[src/rtl/riscv_pkg.sv]
// rtl/riscv_pkg.sv - shared RV64 decode constants, ALU control bit map and decode record types
package riscv_pkg;

    localparam int XLEN       = 64;
    localparam int ALU_CTRL_W = 17;

    // Major opcodes handled by the decode stage
    localparam logic [6:0] OPC_OP     = 7'b0110011;
    localparam logic [6:0] OPC_OP_IMM = 7'b0010011;
    localparam logic [6:0] OPC_LUI    = 7'b0110111;
    localparam logic [6:0] OPC_AUIPC  = 7'b0010111;
    localparam logic [6:0] OPC_LOAD   = 7'b0000011;
    localparam logic [6:0] OPC_STORE  = 7'b0100011;
    localparam logic [6:0] OPC_BRANCH = 7'b1100011;

    // Bit positions inside the one-hot ALU control word
    localparam int ALU_ADD  = 0;
    localparam int ALU_SUB  = 1;
    localparam int ALU_SLT  = 2;
    localparam int ALU_SLTU = 3;
    localparam int ALU_AND  = 4;
    localparam int ALU_XOR  = 5;
    localparam int ALU_OR   = 6;
    localparam int ALU_SLL  = 7;
    localparam int ALU_SRL  = 8;
    localparam int ALU_SRA  = 9;
    localparam int ALU_LUI  = 10;
    localparam int ALU_BEQ  = 11;
    localparam int ALU_BNE  = 12;
    localparam int ALU_BLT  = 13;
    localparam int ALU_BGE  = 14;
    localparam int ALU_BLTU = 15;
    localparam int ALU_BGEU = 16;

    // Immediate layouts understood by imm_gen; SHAMT is the zero-extended 6-bit shift amount
    typedef enum logic [2:0] {
        IMM_NONE,
        IMM_I,
        IMM_S,
        IMM_B,
        IMM_U,
        IMM_SHAMT
    } imm_fmt_e;

    // Everything the stage hands to execute, minus the valid and illegal flags
    typedef struct packed {
        logic [ALU_CTRL_W-1:0] alu_ctrl;
        logic [XLEN-1:0]       sr1;
        logic [XLEN-1:0]       sr2;
        logic [XLEN-1:0]       pc;
        logic [4:0]            rd;
        logic                  rd_we;
    } dec_t;

    // One-hot ALU control word with a single bit set
    function automatic logic [ALU_CTRL_W-1:0] alu_bit(input int idx);
        return {{(ALU_CTRL_W-1){1'b0}}, 1'b1} << idx;
    endfunction

endpackage

[src/rtl/imm_gen.sv]
// rtl/imm_gen.sv - immediate extraction and sign extension for the RV64 decode stage
module imm_gen
    import riscv_pkg::*;
(
    // opcode bits never contribute to an immediate, so only [31:7] is taken
    input  logic [31:7]     instr,
    input  imm_fmt_e        fmt,
    output logic [XLEN-1:0] imm
);

    // Select and sign-extend the immediate field for the requested layout
    always_comb begin
        imm = '0;
        case (fmt)
            IMM_I:     imm = {{52{instr[31]}}, instr[31:20]};
            IMM_S:     imm = {{52{instr[31]}}, instr[31:25], instr[11:7]};
            IMM_B:     imm = {{51{instr[31]}}, instr[31], instr[7], instr[30:25], instr[11:8], 1'b0};
            IMM_U:     imm = {{32{instr[31]}}, instr[31:12], 12'b0};
            IMM_SHAMT: imm = {58'b0, instr[25:20]};
            default:   imm = '0;
        endcase
    end

endmodule

[src/rtl/decode_stage.sv]
// rtl/decode_stage.sv - RV64 integer decode stage with one-entry output register; optional macro DECODE_ILLEGAL_TRAP_EN
module decode_stage
    import riscv_pkg::*;
(
    input  logic                  clk,
    input  logic                  rst,
    input  logic                  in_valid,
    output logic                  in_ready,
    input  logic [31:0]           in_instr,
    input  logic [XLEN-1:0]       in_pc,
    output logic [4:0]            rs1_addr,
    output logic [4:0]            rs2_addr,
    input  logic [XLEN-1:0]       rs1_data,
    input  logic [XLEN-1:0]       rs2_data,
    input  logic                  flush,
    output logic                  out_valid,
    input  logic                  out_ready,
    output logic [ALU_CTRL_W-1:0] out_alu_ctrl,
    output logic [XLEN-1:0]       out_alu_sr1,
    output logic [XLEN-1:0]       out_alu_sr2,
    output logic [XLEN-1:0]       out_pc,
    output logic [4:0]            out_rd,
    output logic                  out_rd_we,
    output logic                  out_illegal
);

    logic [6:0]      opcode;
    logic [2:0]      funct3;
    logic [6:0]      funct7;
    logic [4:0]      rd;
    imm_fmt_e        imm_fmt;
    logic [XLEN-1:0] imm;
    dec_t            dec;
    logic            legal;
    logic            capture;
    logic            out_valid_q;
    dec_t            out_q;

    assign opcode   = in_instr[6:0];
    assign rd       = in_instr[11:7];
    assign funct3   = in_instr[14:12];
    assign funct7   = in_instr[31:25];
    assign rs1_addr = in_instr[19:15];
    assign rs2_addr = in_instr[24:20];

    // A new instruction may enter whenever the output slot is empty or draining this cycle
    assign in_ready = ~out_valid_q | out_ready;
    assign capture  = in_valid & in_ready & ~flush;

    // Pick the immediate layout from the opcode alone so imm_gen does not depend on the decode result
    always_comb begin
        imm_fmt = IMM_NONE;
        case (opcode)
            OPC_OP_IMM:         imm_fmt = (funct3 == 3'b001 || funct3 == 3'b101) ? IMM_SHAMT : IMM_I;
            OPC_LOAD:           imm_fmt = IMM_I;
            OPC_STORE:          imm_fmt = IMM_S;
            OPC_LUI, OPC_AUIPC: imm_fmt = IMM_U;
            default:            imm_fmt = IMM_NONE;
        endcase
    end

    imm_gen u_imm_gen (
        .instr (in_instr[31:7]),
        .fmt   (imm_fmt),
        .imm   (imm)
    );

    // Decode the incoming instruction into ALU control, operands and writeback enable
    always_comb begin
        dec    = '0;
        legal  = 1'b0;
        dec.pc = in_pc;
        dec.rd = rd;
        case (opcode)
            OPC_OP: begin
                legal = (funct7 == 7'b0000000) ||
                        (funct7 == 7'b0100000 && (funct3 == 3'b000 || funct3 == 3'b101));
                dec.sr1   = rs1_data;
                dec.sr2   = rs2_data;
                dec.rd_we = 1'b1;
                case (funct3)
                    3'b000:  dec.alu_ctrl = alu_bit(funct7[5] ? ALU_SUB : ALU_ADD);
                    3'b001: begin
                        dec.alu_ctrl = alu_bit(ALU_SLL);
                        dec.sr2      = {58'b0, rs2_data[5:0]};
                    end
                    3'b010:  dec.alu_ctrl = alu_bit(ALU_SLT);
                    3'b011:  dec.alu_ctrl = alu_bit(ALU_SLTU);
                    3'b100:  dec.alu_ctrl = alu_bit(ALU_XOR);
                    3'b101: begin
                        dec.alu_ctrl = alu_bit(funct7[5] ? ALU_SRA : ALU_SRL);
                        dec.sr2      = {58'b0, rs2_data[5:0]};
                    end
                    3'b110:  dec.alu_ctrl = alu_bit(ALU_OR);
                    default: dec.alu_ctrl = alu_bit(ALU_AND);
                endcase
            end
            OPC_OP_IMM: begin
                legal     = 1'b1;
                dec.sr1   = rs1_data;
                dec.sr2   = imm;
                dec.rd_we = 1'b1;
                case (funct3)
                    3'b000:  dec.alu_ctrl = alu_bit(ALU_ADD);
                    3'b001: begin
                        legal        = (in_instr[31:26] == 6'b000000);
                        dec.alu_ctrl = alu_bit(ALU_SLL);
                    end
                    3'b010:  dec.alu_ctrl = alu_bit(ALU_SLT);
                    3'b011:  dec.alu_ctrl = alu_bit(ALU_SLTU);
                    3'b100:  dec.alu_ctrl = alu_bit(ALU_XOR);
                    3'b101: begin
                        legal        = (in_instr[31:26] == 6'b000000) || (in_instr[31:26] == 6'b010000);
                        dec.alu_ctrl = alu_bit(in_instr[30] ? ALU_SRA : ALU_SRL);
                    end
                    3'b110:  dec.alu_ctrl = alu_bit(ALU_OR);
                    default: dec.alu_ctrl = alu_bit(ALU_AND);
                endcase
            end
            OPC_LUI: begin
                legal        = 1'b1;
                dec.alu_ctrl = alu_bit(ALU_LUI);
                dec.sr2      = imm;
                dec.rd_we    = 1'b1;
            end
            OPC_AUIPC: begin
                legal        = 1'b1;
                dec.alu_ctrl = alu_bit(ALU_ADD);
                dec.sr1      = in_pc;
                dec.sr2      = imm;
                dec.rd_we    = 1'b1;
            end
            OPC_LOAD: begin
                // funct3 111 has no RV64 load
                legal        = (funct3 != 3'b111);
                dec.alu_ctrl = alu_bit(ALU_ADD);
                dec.sr1      = rs1_data;
                dec.sr2      = imm;
                dec.rd_we    = 1'b1;
            end
            OPC_STORE: begin
                legal        = ~funct3[2];
                dec.alu_ctrl = alu_bit(ALU_ADD);
                dec.sr1      = rs1_data;
                dec.sr2      = imm;
            end
            OPC_BRANCH: begin
                legal   = 1'b1;
                dec.sr1 = rs1_data;
                dec.sr2 = rs2_data;
                case (funct3)
                    3'b000:  dec.alu_ctrl = alu_bit(ALU_BEQ);
                    3'b001:  dec.alu_ctrl = alu_bit(ALU_BNE);
                    3'b100:  dec.alu_ctrl = alu_bit(ALU_BLT);
                    3'b101:  dec.alu_ctrl = alu_bit(ALU_BGE);
                    3'b110:  dec.alu_ctrl = alu_bit(ALU_BLTU);
                    3'b111:  dec.alu_ctrl = alu_bit(ALU_BGEU);
                    default: legal = 1'b0;
                endcase
            end
            default: legal = 1'b0;
        endcase
        // Unknown encodings travel down the pipe as a harmless bubble
        if (!legal) begin
            dec.alu_ctrl = '0;
            dec.sr1      = '0;
            dec.sr2      = '0;
            dec.rd_we    = 1'b0;
        end
        // x0 is never written
        if (rd == 5'd0) begin
            dec.rd_we = 1'b0;
        end
    end

    // Output slot: load on accept, hold while stalled, empty on drain or flush
    always_ff @(posedge clk) begin
        if (rst) begin
            out_valid_q <= 1'b0;
            out_q       <= '0;
        end else begin
            if (flush) begin
                out_valid_q <= 1'b0;
            end else if (capture) begin
                out_valid_q <= 1'b1;
            end else if (out_ready) begin
                out_valid_q <= 1'b0;
            end
            if (capture) begin
                out_q <= dec;
            end
        end
    end

`ifdef DECODE_ILLEGAL_TRAP_EN
    logic out_illegal_q;

    // Illegal flag travels with the instruction it describes
    always_ff @(posedge clk) begin
        if (rst) begin
            out_illegal_q <= 1'b0;
        end else if (capture) begin
            out_illegal_q <= ~legal;
        end
    end

    assign out_illegal = out_illegal_q;
`else
    assign out_illegal = 1'b0;
`endif

    assign out_valid    = out_valid_q;
    assign out_alu_ctrl = out_q.alu_ctrl;
    assign out_alu_sr1  = out_q.sr1;
    assign out_alu_sr2  = out_q.sr2;
    assign out_pc       = out_q.pc;
    assign out_rd       = out_q.rd;
    assign out_rd_we    = out_q.rd_we;

endmodule
[config.mk]
export PLATFORM = sky130hd
export DESIGN_NAME = decode_stage
export DESIGN_NICKNAME = d
export VERILOG_FILES = /design/src/rtl/riscv_pkg.sv /design/src/rtl/imm_gen.sv /design/src/rtl/decode_stage.sv
export SDC_FILE = /design/constraint.sdc
export NUM_CORES = 1
export LEC_CHECK = 0
export CAP_MARGIN = 10
export CORE_AREA = 5 5 172 174
export DETAILED_ROUTE_END_ITERATION = 10
export DIE_AREA = 0 0 177 179
export PLACE_DENSITY = 0.63
export SETUP_SLACK_MARGIN = 0.5
export SKIP_LAST_GASP = 1
export SYNTH_ARGS = -nofsm -noshare
export SYNTH_HDL_FRONTEND = slang
export SYNTH_SLANG_ARGS = --single-unit
[constraint.sdc]
create_clock -name clk -period 2.45 [get_ports clk]
set_clock_uncertainty 0.1 [all_clocks]
set_input_delay 0.3675 -clock clk [delete_from_list [all_inputs] [get_ports clk]]
set_output_delay 0.3675 -clock clk [all_outputs]
set_load 0.03 [all_outputs]
==> results.yml <==
worst_setup_path:
  crit_type: "register to register"
  cp.arrival_ps: 2310
  cp-end-kind: "register"
  crit_path_start: "out_valid"
  timing.rr.start: "out_valid"
  start_kind: "register"
  critPathRequiredTime_ps: 2790
  crit_fanout: 4
hold_path:
  min_from: "rst"
  min_path_type: "input pin to register"
synthesis:
  synth.avg_cell_area_um2: 8.198
  postSynth.asyncResetShare: 0
  syn-cell-area_mm2: 0.008461
  post-synth-top-count-cell: "nand2_1"
  synth_top_cell_area_share: 0.5111
  synth_common_cells: "nand2_1, dfxtp_1, a21oi_1"
  synth-seq-cells: 216
  syn_inst: 1032
  ys_types: 44
  synth_top_cell_by_area: "dfxtp_1"
  yosys_warnings: 0
  synth_edf_count: 0
  ys_seq_area_frac: 0.5111
  synthTopCellsByArea: "dfxtp_1, nand2_1, a22oi_1"
  syn-num-nets: 1261
  synth_flop_cell: "dfxtp_1"
die:
  die_area_mm2: 0.03168
  num_rows: 61
  ios: 457
  die_w_um: 177
  die_y_um: 179
  core-area_mm2: 0.02763
  initial_utilization: 0.3062
route:
  via_per_inst: 4.974
  drc: 0
  drt_iter0_markers: 447
  vias: 9430
  drt_wl_total_um: 37730
  avgRoutedWirePerCell_um: 19.90
  drtAntennaViolNets: 0
  drt_first_pass_iters: 5
sta:
  layout_min_cycle_time_ps: 1978
  setup_viol: 0
  relSlewSlack: 0.4375
  drv_slew: 0
  timing.hold.ws_ps: 90.29
  fin_tns_setup_ps: 0
  period_share: 0.8072
  finalHoldViolCount: 0
  fmax_ghz: 0.5056
  worst_slew_pin_slew_ps: 843.7
  rsz0062_at_grt: "true"
layout:
  fill_cells: 2736
  drive_gt1_frac: 0.1154
  layout-area-overhead-vs-synth_pct: 74.36
  layout.nets: 1726
placed_design:
  gp_congestion: 0.8630
  portBuffers: 455
  place.detailed.hpwl_um: 26470
clock_network:
  cts_root_buf: "clkbuf_16"
  htreeDepth: 1
  cts.sinks: 216
  path_clk_slew_ps: 60
  cts_hold_buf: 0
  insertion_delay_ps: 520
  cts_tree: "done"
  cts.path.max_buffers: 3
  cts_buffers: 25
pwr:
  ir_worst_vdd_uv: 424.0
  power.share.switching: 0.2435
  p_comb_frac: 0.125
  seqPwrFrac: 0.428
  intPower_mw: 6.355
  p_sw_mw: 2.045
  cellLeakagePower_nw: 6.248
  power_density_mw_per_mm2: 569.4
  clkPwrFrac: 0.447
  power_mw: 8.400
global_route:
  grtUsageTotal: 0.2204
  grt_pass1_wl_um: 54970
  antenna_found_initial: 2
  grt_pass1_vias: 9218
  grt_overflow: 0
  grt_max_degree: 68
run:
  max_cap_viol_count: 0
run_status:
  status: "completed"
-- cell families (layout without fill, tap and decap cells) --
family,count (synthesis),count (layout),synth area share
compound gates,370,371,0.2640
simple gates,338,338,0.1633
flops,216,216,0.5111
buf+inv,107,590,0.06122
other cells,1,3,0.0004432
-- flip-flops by register name, indices dropped and copies added, names as in the netlist --
signal        flops
out_alu_sr1      64
out_alu_sr2      64
out_pc           64
out_alu_ctrl     17
out_rd            5
out_rd_we         1
out_valid         1
-- path summary, 6_finish.rpt --
kind | endpoint | slack, ps | cells after the start
hold reg to reg | out_alu_sr2[5] | 340 | 2
setup reg to reg | out_alu_ctrl[6] | 470 | 8
setup / recovery | out_alu_ctrl[6] | 470 | 8
hold / removal | out_alu_ctrl[16] | 90 | 2
-- cells in the final DEF, fill, tap and decap left out, types with 3 or more instances in the layout --
cell type        netlist  final
clkbuf_16              0     27
dlygate4sd2_1          0    236
buf_6                  9      8
clkbuf_1              75      4
clkinv_2               0      8
clkbuf_8               0      6
nand2_1              283    281
o21ai_0               55     35
clkbuf_2               0      4
nor3_1                 7      6
o21ai_1               80     83
nor2b_1                6      5
o21ai_2                0     17
nor2_1                15     12
clkdlybuf4s50_1        0    210
nand2b_1               5      4
buf_12                 0     17
o211ai_1               3      3
inv_1                  4      3
dfxtp_1              216    215
buf_16                 0      6
a22oi_1               77     77
buf_4                 11     52
a21oi_1              111    109
a32o_1                10     10
nand3_1                6      6
a221oi_1              19     19
-- per-layer routing --
| metal | part of all wire | GRT usage | wire [um] | up-vias |
|---|---|---|---|---|
| li1 | - | - | - | 4556 |
| met1 | 0.39 | 0.2551 | 14730 | 4400 |
| met2 | 0.49 | 0.3859 | 18360 | 407 |
| met3 | 0.093 | 0.07444 | 3521 | 67 |
| met4 | 0.030 | 0.06802 | 1118 | 0 |
| met5 | 0 | 0 | 0 | - |
-- critical path, cell delays in order (launching register included) --
cell	delay, ps
dfxtp_2	320
nor2b_4	130
buf_4	130
nor3b_2	180
buf_4	180
buf_12	120
nand2_1	80
or4_1	500
a21oi_1	150
-- cell type report --
type / instances / area, um^2 / area share
multi-input cells: 710 / 3809 / 0.2582
well taps: 378 / 473.0 / 0.03206
diodes: 2 / 5.005 / 0.0003393
inverters: 4 / 15.01 / 0.001018
repair buffers: 540 / 5293 / 0.3588
flip-flops and latches: 216 / 4325 / 0.2932
clock buffers: 35 / 723.2 / 0.04902
clock inverters: 11 / 108.9 / 0.007379
-- power groups by stage --
stage	Sequential, mW	Clock (mW)	Combinational [mW]
2_1_floorplan	3.78	0	0.283
3_3_place_gp	3.67	0	1.08
3_5_place_dp	3.67	0	1.08
4_1_cts	3.59	3.86	1.05
5_1_grt	3.60	4.00	1.12
6_report	3.59	3.76	1.05
-- through the flow --
stage | util | setup WS [ps] | area, um^2 | std cells
floorplan | - | 453.3 | 8479 | 1032
global route | 0.5338 | 408.5 | 14750 | 1895
CTS | 0.5265 | 414.8 | 14550 | 1884
finish | 0.5339 | 472.3 | 14750 | 1896
global placement | 0.4965 | -264.8 | 13720 | 1825
detailed placement | 0.4965 | -226.2 | 13720 | 1825
-- repair_timing --
action,in CTS,in global routing
pin swaps,17,22
endpoints found under the setup margin,360,127
resized for setup,275,43
gates cloned,7,3
setup buffers,6,7
Note: power is estimated with default switching activity, not from simulation.
==> edit: new RTL, config.mk and constraints unchanged <==
`ALU_CTRL_W`: 17 -> 34.
--- a/src/rtl/riscv_pkg.sv
+++ b/src/rtl/riscv_pkg.sv
@@ -4,3 +4,3 @@
     localparam int XLEN       = 64;
-    localparam int ALU_CTRL_W = 17;
+    localparam int ALU_CTRL_W = 34;
 
Ports: changed (resized out_alu_ctrl); port bits go from 457 to 474. No check against the original RTL was run, so the function may have changed too.
==> edit against the original RTL <==
- total power increased by 6.1%
- synthesized cell count decreased by 0.19%
- area after synthesis rose by 2.8%
- wire length rose by 4.5%
- critical endpoint is now out_alu_sr1[35]
- design area rose by 4.8%
- maximum frequency down 4.5%
- cell count grew 0.47%
- setup slack worse by 0.092 ns
- sequential cell count unchanged
==> edit: results (changes against the original RTL) <==
** Global routing
- Largest net degree at the start of global routing :: 87 (+28%)
- The number of antenna violations at the first check in global routing is 0 (-2).
- The wire length of the first global-routing pass is 56300 um (+2.5%).
- Overall global routing resource usage :: 22.9% (+0.88 points)
- The number of global-route vias before repair was 9285 (+0.73%).

** CTS
- The CTS buffer count came to 26 (+4.0%).

** Logic synthesis
- The share of the yosys chip area belonging to registers is 49.7% (-1.4 points).
- By area the synthesized netlist is led by sky130_fd_sc_hd__dfxtp_1, sky130_fd_sc_hd__nand2_1, sky130_fd_sc_hd__a22oi_1.
- Most used standard cells in the synthesized netlist :: sky130_fd_sc_hd__nand2_1, sky130_fd_sc_hd__dfxtp_1, sky130_fd_sc_hd__a21oi_1
- Number of warnings reported in the yosys synthesis log :: 0 (unchanged)
- Count of different cell masters after synthesis :: 46 (+4.5%)

** Power
- The leakage power is 0.00660 uW (+5.7%).
- The highest ir drop seen on vdd came to 0.488 mV (+15%).

** Worst setup path
- Biggest fanout along the worst timing path :: 5 (+1)
- The slowest stage of the critical path is the sky130_fd_sc_hd__or4_4 cell.
- Worst R2R End :: out_alu_sr1[35]
- The arrival time at the worst endpoint came to 2.44 ns (+0.13 ns).
- Setup slack of the worst register-to-register path :: 0.41 ns (-0.06 ns)
- Largest incremental delay on the critical path :: 0.57 ns (+0.07 ns)
- The startpoint identified for the worst register-to-register timing path is out_valid.
- The worst reg-to-reg path cell count came to 10 (+2).

** Worst hold path
- For hold timing, the worst endpoint is out_alu_sr2[27].
- In this run the most critical hold path is launched from in_instr[27].
- Hold Crit Depth :: 4 (+2)

** Detailed routing
- Iter 0 DRT Violations :: 509 (+14%)
- Per-cell via count in the routed design :: 4.94 (-0.61%)
- Wire length per cell :: 20.7 um (+4.0%)

** Outcome
- Status :: finished clean

** Place
- Worst setup slack before clock tree synthesis :: -0.348 ns (-0.122 ns)
- The routability congestion estimate from global placement was 0.866 (+0.37%).
- The placed standard-cell area is 0.0139 mm2 (+1.4%).
- The detailed-placement wirelength estimate is 27600 um (+4.2%).

** Layout
- Share of final-layout standard cells stronger than drive strength 1 :: 17.6% (+6.0 points)
- The final net count is 1736 (+0.58%).

** STA
- Worst slew margin :: 56.6% (+13 points)
- The period utilization is 84.5% (+3.8 points).
==> edit: repair_timing <==
| action | CTS | global route |
|---|---|---|
| hold endpoints to repair | 3 | 0 |
| pin swaps | 21 | 48 |
| setup buffers | 11 | 3 |
| gates cloned | 12 | 3 |
| hold buffers | 1 | 0 |
| gates resized for setup | 315 | 69 |
| setup endpoints to repair | 366 | 170 |
==> edit: through the flow <==
stage               hold WS [ns]  TNS (ns)  cells  utilization (%)
global placement           0.332    -33.67   1827             50.4
global route               0.174         0   1905             56.0
detailed placement         0.340    -36.46   1827             50.4
floorplan                  0.347         0   1047                -
CTS                        0.130         0   1899             54.9
finish                     0.174         0   1905             56.0
==> edit: per-layer routing <==
| metal | global-route usage, % | share of wire [%] | routed length (um) |
|---|---|---|---|
| met2 | 40.7 | 50 | 19600 |
| met3 | 7.80 | 9.8 | 3860 |
| met4 | 5.38 | 2.2 | 875 |
| met5 | 0 | 0 | 0 |
| met1 | 26.7 | 38 | 15100 |
==> edit: kinds of logic (layout without fill, tap and decap cells) <==
logic type / Yosys count / in the layout / synth area share (%)
compound gates: 367 / 368 / 27.3
buf+inv: 120 / 599 / 7.36
flops: 216 / 216 / 49.7
other cells: 1 / 18 / 0.0431
simple gates: 326 / 326 / 15.6
==> edit: report_power, final <==
group	switching, uW	internal, uW	leakage (uW)	total, uW
clock network	1570	2660	0.000464	4220
registers	24.9	3570	0.00175	3590
logic	572	530	0.00439	1100
total	2160	6750	0.00660	8920
==> edit: cell type report <==
| cell class | count | area (um2) |
|---|---|---|
| Fill cell | 2587 | 12200 |
| Timing Repair Buffer | 548 | 5530 |
| Sequential cell | 216 | 4330 |
| Multi-Input combinational cell | 712 | 4170 |
| Clock buffer | 35 | 744 |
| Tap cell | 378 | 473 |
| Clock inverter | 13 | 206 |
| Inverter | 3 | 11.3 |
==> edit: worst max path at each step <==
stage	cells past startpoint	from	end
after detailed placement	7	in_instr[26]	out_alu_sr1[35]
after global placement	7	in_instr[26]	out_alu_sr1[43]
final	10	in_instr[28]	out_alu_sr1[35]
after global routing	10	out_valid	out_alu_sr1[35]
after CTS	10	in_instr[28]	out_alu_sr1[37]
after floorplan	7	in_instr[26]	out_alu_sr1[49]
==> edit: worst max-delay path, delay by kind of cell <==
family                 cells  cell delay, ns
AO/OA/AOI/OAI              3            0.58
buffers and inverters      5            0.62
AND/OR/NAND/NOR            2            0.85
